$ cat src/rtl/wisc_pkg.sv
// Shared ISA constants and fetch-stage types.
// Imported by fetch_unit and fetch_pc_reg.
package wisc_pkg;

  localparam int INSTR_W = 16;
  localparam int OPC_MSB = 15;
  localparam int OPC_LSB = 11;

  localparam logic [4:0] OPC_HALT = 5'b00000;
  localparam logic [4:0] OPC_NOP  = 5'b00001;

  typedef enum logic {
    FETCH,
    HALTED
  } fetch_state_t;

  function automatic logic [4:0] opcode(
    input logic [INSTR_W-1:0] w
  );
    return w[OPC_MSB:OPC_LSB];
  endfunction

endpackage

$ cat src/rtl/fetch_pc_reg.sv
// Program counter with redirect load, +2 increment and hold.
// Load has priority over increment.
module fetch_pc_reg
  import wisc_pkg::*;
#(
  parameter logic [INSTR_W-1:0] RESET_PC = '0
) (
  input  logic               clk,
  input  logic               rst_n,
  input  logic               load_i,
  input  logic [INSTR_W-1:0] load_pc_i,
  input  logic               inc_i,
  output logic [INSTR_W-1:0] pc_o
);

  logic [INSTR_W-1:0] pc_q;
  logic [INSTR_W-1:0] pc_d;

  always_comb begin
    pc_d = pc_q;
    if (load_i) begin
      pc_d = load_pc_i;
    end else if (inc_i) begin
      pc_d = pc_q + INSTR_W'(2);
    end
  end

  always_ff @(posedge clk or negedge rst_n) begin
    if (!rst_n) begin
      pc_q <= RESET_PC;
    end else begin
      pc_q <= pc_d;
    end
  end

  assign pc_o = pc_q;

endmodule

$ cat src/rtl/fetch_unit.sv
// Instruction fetch stage: one outstanding imem request, redirect squash, HALT stop.
// Optional macro FETCH_ALIGN_ERR_EN adds the err port for misaligned redirects.
module fetch_unit
  import wisc_pkg::*;
#(
  parameter logic [INSTR_W-1:0] RESET_PC = 16'h0000
) (
  input  logic               clk,
  input  logic               rst_n,
  input  logic               stall,
  input  logic               redirect,
  input  logic [INSTR_W-1:0] redirect_pc,
  output logic               imem_req,
  output logic [INSTR_W-1:0] imem_addr,
  input  logic               imem_done,
  input  logic [INSTR_W-1:0] imem_rdata,
  output logic [INSTR_W-1:0] instr,
  output logic [INSTR_W-1:0] pc_plus2,
  output logic               instr_valid,
`ifdef FETCH_ALIGN_ERR_EN
  output logic               halted,
  output logic               err
`else
  output logic               halted
`endif
);

  fetch_state_t       state_q;
  logic [INSTR_W-1:0] pc;
  logic [INSTR_W-1:0] instr_q;
  logic [INSTR_W-1:0] pcp2_q;
  logic               valid_q;
  logic               halted_q;
  logic               outst_q;
  logic               squash_q;
  logic [INSTR_W-1:0] tgt;
  logic               misalign;
  logic               consume;
  logic               resp;
  logic               live;
  logic               issue;

`ifdef FETCH_ALIGN_ERR_EN
  logic err_q;
  assign tgt      = redirect_pc;
  assign misalign = redirect_pc[0];
  assign err      = err_q;
`else
  assign tgt      = redirect_pc & 16'hFFFE;
  assign misalign = 1'b0;
`endif

  assign consume = valid_q && !stall;
  assign resp    = imem_done && outst_q;
  assign live    = resp && !squash_q;
  assign issue   = rst_n && !redirect
                && (state_q == FETCH) && !outst_q
                && (!valid_q || consume);

  fetch_pc_reg #(
    .RESET_PC (RESET_PC)
  ) u_pc (
    .clk       (clk),
    .rst_n     (rst_n),
    .load_i    (redirect),
    .load_pc_i (tgt),
    .inc_i     (live && !redirect),
    .pc_o      (pc)
  );

  always_ff @(posedge clk or negedge rst_n) begin
    if (!rst_n) begin
      state_q  <= FETCH;
      instr_q  <= '0;
      pcp2_q   <= '0;
      valid_q  <= 1'b0;
      halted_q <= 1'b0;
      outst_q  <= 1'b0;
      squash_q <= 1'b0;
`ifdef FETCH_ALIGN_ERR_EN
      err_q    <= 1'b0;
`endif
    end else if (redirect) begin
      state_q  <= FETCH;
      valid_q  <= 1'b0;
      halted_q <= 1'b0;
      // a still-pending response must be dropped when it lands
      if (outst_q && !imem_done) begin
        squash_q <= 1'b1;
      end else begin
        squash_q <= 1'b0;
        outst_q  <= 1'b0;
      end
      if (misalign) begin
        state_q  <= HALTED;
        halted_q <= 1'b1;
`ifdef FETCH_ALIGN_ERR_EN
        err_q    <= 1'b1;
`endif
      end
    end else begin
      if (issue) begin
        outst_q <= 1'b1;
      end
      if (resp) begin
        outst_q  <= 1'b0;
        squash_q <= 1'b0;
      end
      if (live) begin
        instr_q <= imem_rdata;
        pcp2_q  <= pc + INSTR_W'(2);
        valid_q <= 1'b1;
        if (opcode(imem_rdata) == OPC_HALT) begin
          state_q <= HALTED;
        end
      end else if (consume) begin
        valid_q <= 1'b0;
      end
      halted_q <= (state_q == HALTED) && (consume || !valid_q);
    end
  end

  assign imem_req    = issue;
  assign imem_addr   = pc;
  assign instr       = instr_q;
  assign pc_plus2    = pcp2_q;
  assign instr_valid = valid_q;
  assign halted      = halted_q;

endmodule
$ cat config.mk
export PLATFORM = sky130hd
export DESIGN_NAME = fetch_unit
export DESIGN_NICKNAME = d
export VERILOG_FILES = /design/src/rtl/wisc_pkg.sv /design/src/rtl/fetch_pc_reg.sv /design/src/rtl/fetch_unit.sv
export SDC_FILE = /design/constraint.sdc
export NUM_CORES = 1
export LEC_CHECK = 0
export CAP_MARGIN = 25
export CORE_MARGIN = 10
export CORE_UTILIZATION = 46
export CTS_CLUSTER_SIZE = 20
export DETAILED_ROUTE_END_ITERATION = 7
export PLACE_DENSITY = 0.92
export SYNTH_ARGS = -nofsm -noshare
export SYNTH_HDL_FRONTEND = slang
export SYNTH_HIERARCHICAL = 1
export SYNTH_SLANG_ARGS = --single-unit
export TNS_END_PERCENT = 10
$ cat constraint.sdc
create_clock -name clk -period 2.7 [get_ports clk]
set_clock_uncertainty 0.05 [all_clocks]
set_input_delay 0.54 -clock clk [delete_from_list [all_inputs] [get_ports clk]]
set_output_delay 0.54 -clock clk [all_outputs]
set_load 0.1 [all_outputs]
# --- Word-level counts from Yosys, hierarchy flattened ---
# Index checks and enable logic that the tools add are counted.
# W data, S select, Z words.
word_totals:
  reg_bits: 53
  inputBits: 37
  output_inout_bits: 51
  wordCells: 55
classes:
  addsub: 1
  n_eq_ne: 1
  n_mux: 16
  bitwise_logic: 2
  n_reduce_logical: 27
ops:
  columns: ["op", "count"]
  rows:
  - ["$mux W16", 2]
  - ["$add A16 B2 Y16 const B", 1]
  - ["$mux W1", 14]
  - ["$logic_and A1 B1 Y1", 10]
  - ["$reduce_bool A2 Y1", 4]
  - ["$logic_not A1 Y1", 6]
  - ["$reduce_and A2 Y1", 3]
  - ["$reduce_bool A3 Y1", 2]
  - ["$logic_not A5 Y1", 1]
  - ["$ne A2 B2 Y1 const B", 1]
  - ["$not A1 Y1", 2]
  - ["$logic_or A1 B1 Y1", 1]

# --- Longest topological paths before layout ---
depth:
  depth_word: 8
  ltp_mapped: 9
  mapped_depth_nobuf: 6

# --- Cells and area by module ---
# Netlist, hierarchy kept.
by_module_without_submodules:
  columns: ["mod", "instances", "cells_each", "area_per_inst_um2", "seq_area_each_um2"]
  rows:
  - ["fetch_unit", 1, 178, 1632.8, 925.9]
  - ["fetch_pc_reg", 1, 105, 999.7, 400.4]

# --- Worst setup path after synthesis ---
# OpenSTA, ideal clock, no wires.
synth_path:
  kind: "in2reg"
  startpoint: "in redirect"
  endpoint: "reg u_pc.pc_q[12] (netlist: u_pc/pc_o[12])"
  setup_ns: 0.087
  arrival_ns: 2.268
  t_required_ns: 2.563
  slack_ns: 0.295
  path_stages: 9
  n_path_buf: 3
  cell_sequence: "nor2_1 > nand3_1 > inv_1 > buf_2 > buf_6 > nand4_2 > buf_6 > or4_1 > o211ai_1"
synth_via:
  elab_chain_len: 3
  word_cells_on_any_way: 4
  classes_between: "1 x mux; 3 x reduce/logical"
synth_lines:
  columns: ["element", "line_no", "source"]
  rows:
  - ["from (decl)", "fetch_unit.sv:11", "input logic redirect,"]
  - ["$logic_not A1 Y1", "fetch_unit.sv:67", ".inc_i (live && !redirect),"]
  - ["$logic_and A1 B1 Y1", "fetch_unit.sv:67", null]
  - ["$reduce_bool A2 Y1 (no line)", null, null]
  - ["to (signal assigned)", "fetch_pc_reg.sv:32", "pc_q <= pc_d;"]
  - ["to (decl)", "fetch_pc_reg.sv:16", "logic [INSTR_W-1:0] pc_q;"]
# Several ways; a longest one is shown, not always the timed one.
# A chain may end at the register's enable or synchronous reset.

# --- Final worst setup path ---
layout_path:
  startpoint: "in redirect"
  endpoint: "out imem_req"
layout_via:
  elab_chain_len: 5
layout_lines:
  columns: ["element", "line_no", "source"]
  rows:
  - ["$logic_not A1 Y1", "fetch_unit.sv:56", "assign issue = rst_n && !redirect"]
  - ["$logic_and A1 B1 Y1", "fetch_unit.sv:56", null]
  - ["$logic_and A1 B1 Y1 (2 in series)", "fetch_unit.sv:57", "&& (state_q == FETCH) && !outst_q"]
  - ["$logic_and A1 B1 Y1", "fetch_unit.sv:58", "&& (!valid_q || consume);"]
  - ["to (decl)", "fetch_unit.sv:13", "output logic imem_req,"]
# Every way passes these cells.

==> results_dict.tcl <==
set metrics [dict create \
    drv_cap 0 \
    syn_nets 322 \
    synth_edf_count 0 \
    layout_common_cells "nand2_1 (85), buf_4 (57), dfrtp_1 (53), clkdlybuf4s50_1 (34), o21ai_0 (22)" \
    clock-sinks 53 \
    nets 410 \
    synth_top_cell_by_area "dfrtp_1" \
    critPathMaxStageDelay_ns 0.49 \
    syn_area_per_cell_um2 9.30 \
    layout-drive-gt1-share_pct 20.7 \
    vias 2392 \
    synthMuxAreaShare_pct 0.808 \
    die_w_um 95.7 \
    grt.total_usage_pct 15.7 \
    critPathKind "in2out" \
    cp_cell_sequence "clkdlybuf4s50_1 -> buf_4 -> nor2_1 -> and4_1 -> buf_12" \
    die_y_um 95.7 \
    cts_setup_buffers 0 \
    globalplace.congestion 0.802 \
    yosysTopAreaCellShare_pct 50.4 \
    fmaxAchievable_mhz 417 \
    synthTopCellsByArea "dfrtp_1 (50%), nand2_1 (12%), o21ai_0 (4.2%)" \
    postSynthCellCount 283 \
    worstMarginPinSlew_ns 0.649 \
    critPathBufInv 3 \
    synthFlopType "dfrtp_1" \
    final-max-slew-violation-count 0 \
    rrSetupSlack_ns 0.73 \
    htree_levels 2 \
    rsz0062_at_grt "no" \
    total_power_w 0.00378 \
    first_pass_iters 4 \
    wl_um 7310 \
    dieArea_um2 9150 \
    yosysWarnings 6 \
    ys_seq_area_share_pct 50.4 \
    clk_pin_slew_ns 0.09 \
    cts_resized 0 \
    cts_hold_buf 0 \
    power_per_cell_area_nw_per_um2 1080 \
    synth_simple_gate_area_share_pct 27.5 \
    synthArstFlopShare_pct 100 \
    hp-class "in2async" \
    place_ws_ns 0.0989 \
    synth_top_family_by_area "simple AND/OR/NAND/NOR gates" \
    critPathTopFamily "buffers and inverters" \
    start_util_pct 47.5 \
    synth_compound_area_share_pct 10.9 \
    p_leak_nw 1.61 \
    critPathCaptureType "output pin" \
    ir_drop_mv 0.782 \
    rows 27 \
    ys_seq_elements 53 \
    drt_iter0_drc 223 \
    ant_nets 0 \
    timing.final.hold_violations 0 \
    timing.setup.tns_ns 0 \
    n_antenna_cell 0 \
    grt_pass1_wl_um 11500 \
    status "finished, final reports clean" \
    ios 88 \
    wire_per_inst_um 16.5 \
    io_buffers 86 \
    cts_tree "yes" \
    crit_slowest_cell "clkdlybuf4s50_1" \
    min_period_ns 2.40 \
    synth-xor-area-share_pct 5.32 \
    grt_start_max_net_pins 54 \
    core-area_um2 5540 \
    gr-total-overflow 0 \
    final_common_cell "nand2_1" \
    synth_adder_area_share_pct 0.951 \
    cp-start-kind "input pin" \
    critPathArrivalTime_ns 1.81 \
    crit_fanout 30 \
    clkLatencyLatePin_ns 0.31 \
    synth_area_um2 2630 \
    setup_viol 0 \
    synth.distinct_cells 42 \
    cts_buffer_depth 2 \
    finalCritPeriodShare_pct 88.9 \
    cts_buffers 5 \
    layout_setup_ws_ns 0.300 \
    crit_required_ns 2.11 \
    viasPerCell 5.39 \
    maxSlewHeadroom_pct 56.7 \
    grt_pass1_vias 2380 \
    area_growth_pct 33.5 \
    cts_root_buf "clkbuf_8" \
    antenna_found_initial 0 \
    hpwlAfterDp_um 5460 \
    drc 0 \
]
-- power breakdown --
part | switching [W] | internal (W)
logic | 0.00177 | 0.000416
registers | 0.000155 | 0.000993
clock network | 0.000260 | 0.000185
-- synthesized netlist by cell type, types with 5 or more instances --
cell type and count:
nor2_1 8, nand2_1 85, o21ai_0 22, o41ai_1 6, and4_1 5, nand3_1 8, xor2_1 12, a31oi_1 6
nand4_1 9, or4_1 5, dfrtp_1 53, clkbuf_1 5
-- flip-flops by register name (all words and copies together), names as in the netlist --
signal       flops
instr           16
pc_plus2        16
u_pc/pc_o       16
halted           1
instr_valid      1
outst_q          1
squash_q         1
state_q          1
-- routing by layer --
layer,wire length [um],global-route usage (%),vias to the layer above
li1,-,-,1163
met1,2940,18.2,1135
met2,3630,26.5,86
met3,671,5.81,8
met4,74,4.67,0
met5,0,0,-
-- through the flow --
stage | instance area, um2 | util [%] | hold WS, ns | instances
finish | 3510 | 63.4 | 0.331 | 444
global route | 3510 | 63.4 | 0.390 | 444
CTS | 3510 | 63.4 | 0.350 | 444
detailed placement | 3430 | 61.9 | 0.414 | 436
global placement | 3430 | 61.9 | 0.409 | 436
floorplan | 2630 | - | 0.194 | 283
-- final cells by class --
cell class,instances,area [um2]
clock buffer,6,72.6
clock inverter,2,13.8
fill,496,2030
inverter,5,18.8
multi-input combinational,213,1200
sequential,53,1330
tap,72,90.1
timing repair buffer,93,793
-- kinds of logic after synthesis --
logic type | count (synthesis)
fa+ha+maj | 2
flops | 53
simple gates | 146
other cells | 1
compound gates | 46
buf+inv | 17
xor+xnor | 16
mux | 2
-- final timing paths --
check | start | endpoint | cells after the start
min in group clk | instr[14] | instr[14] | 2
max reg2reg | squash_q | u_pc/pc_o[14] | 6
min | rst_n | instr[4] | 2
max | redirect | imem_req | 5
min reg2reg | instr[14] | instr[14] | 2
max in group asynchronous | rst_n | u_pc/pc_o[14] | 2
Power figures use the tool's default switching activity.
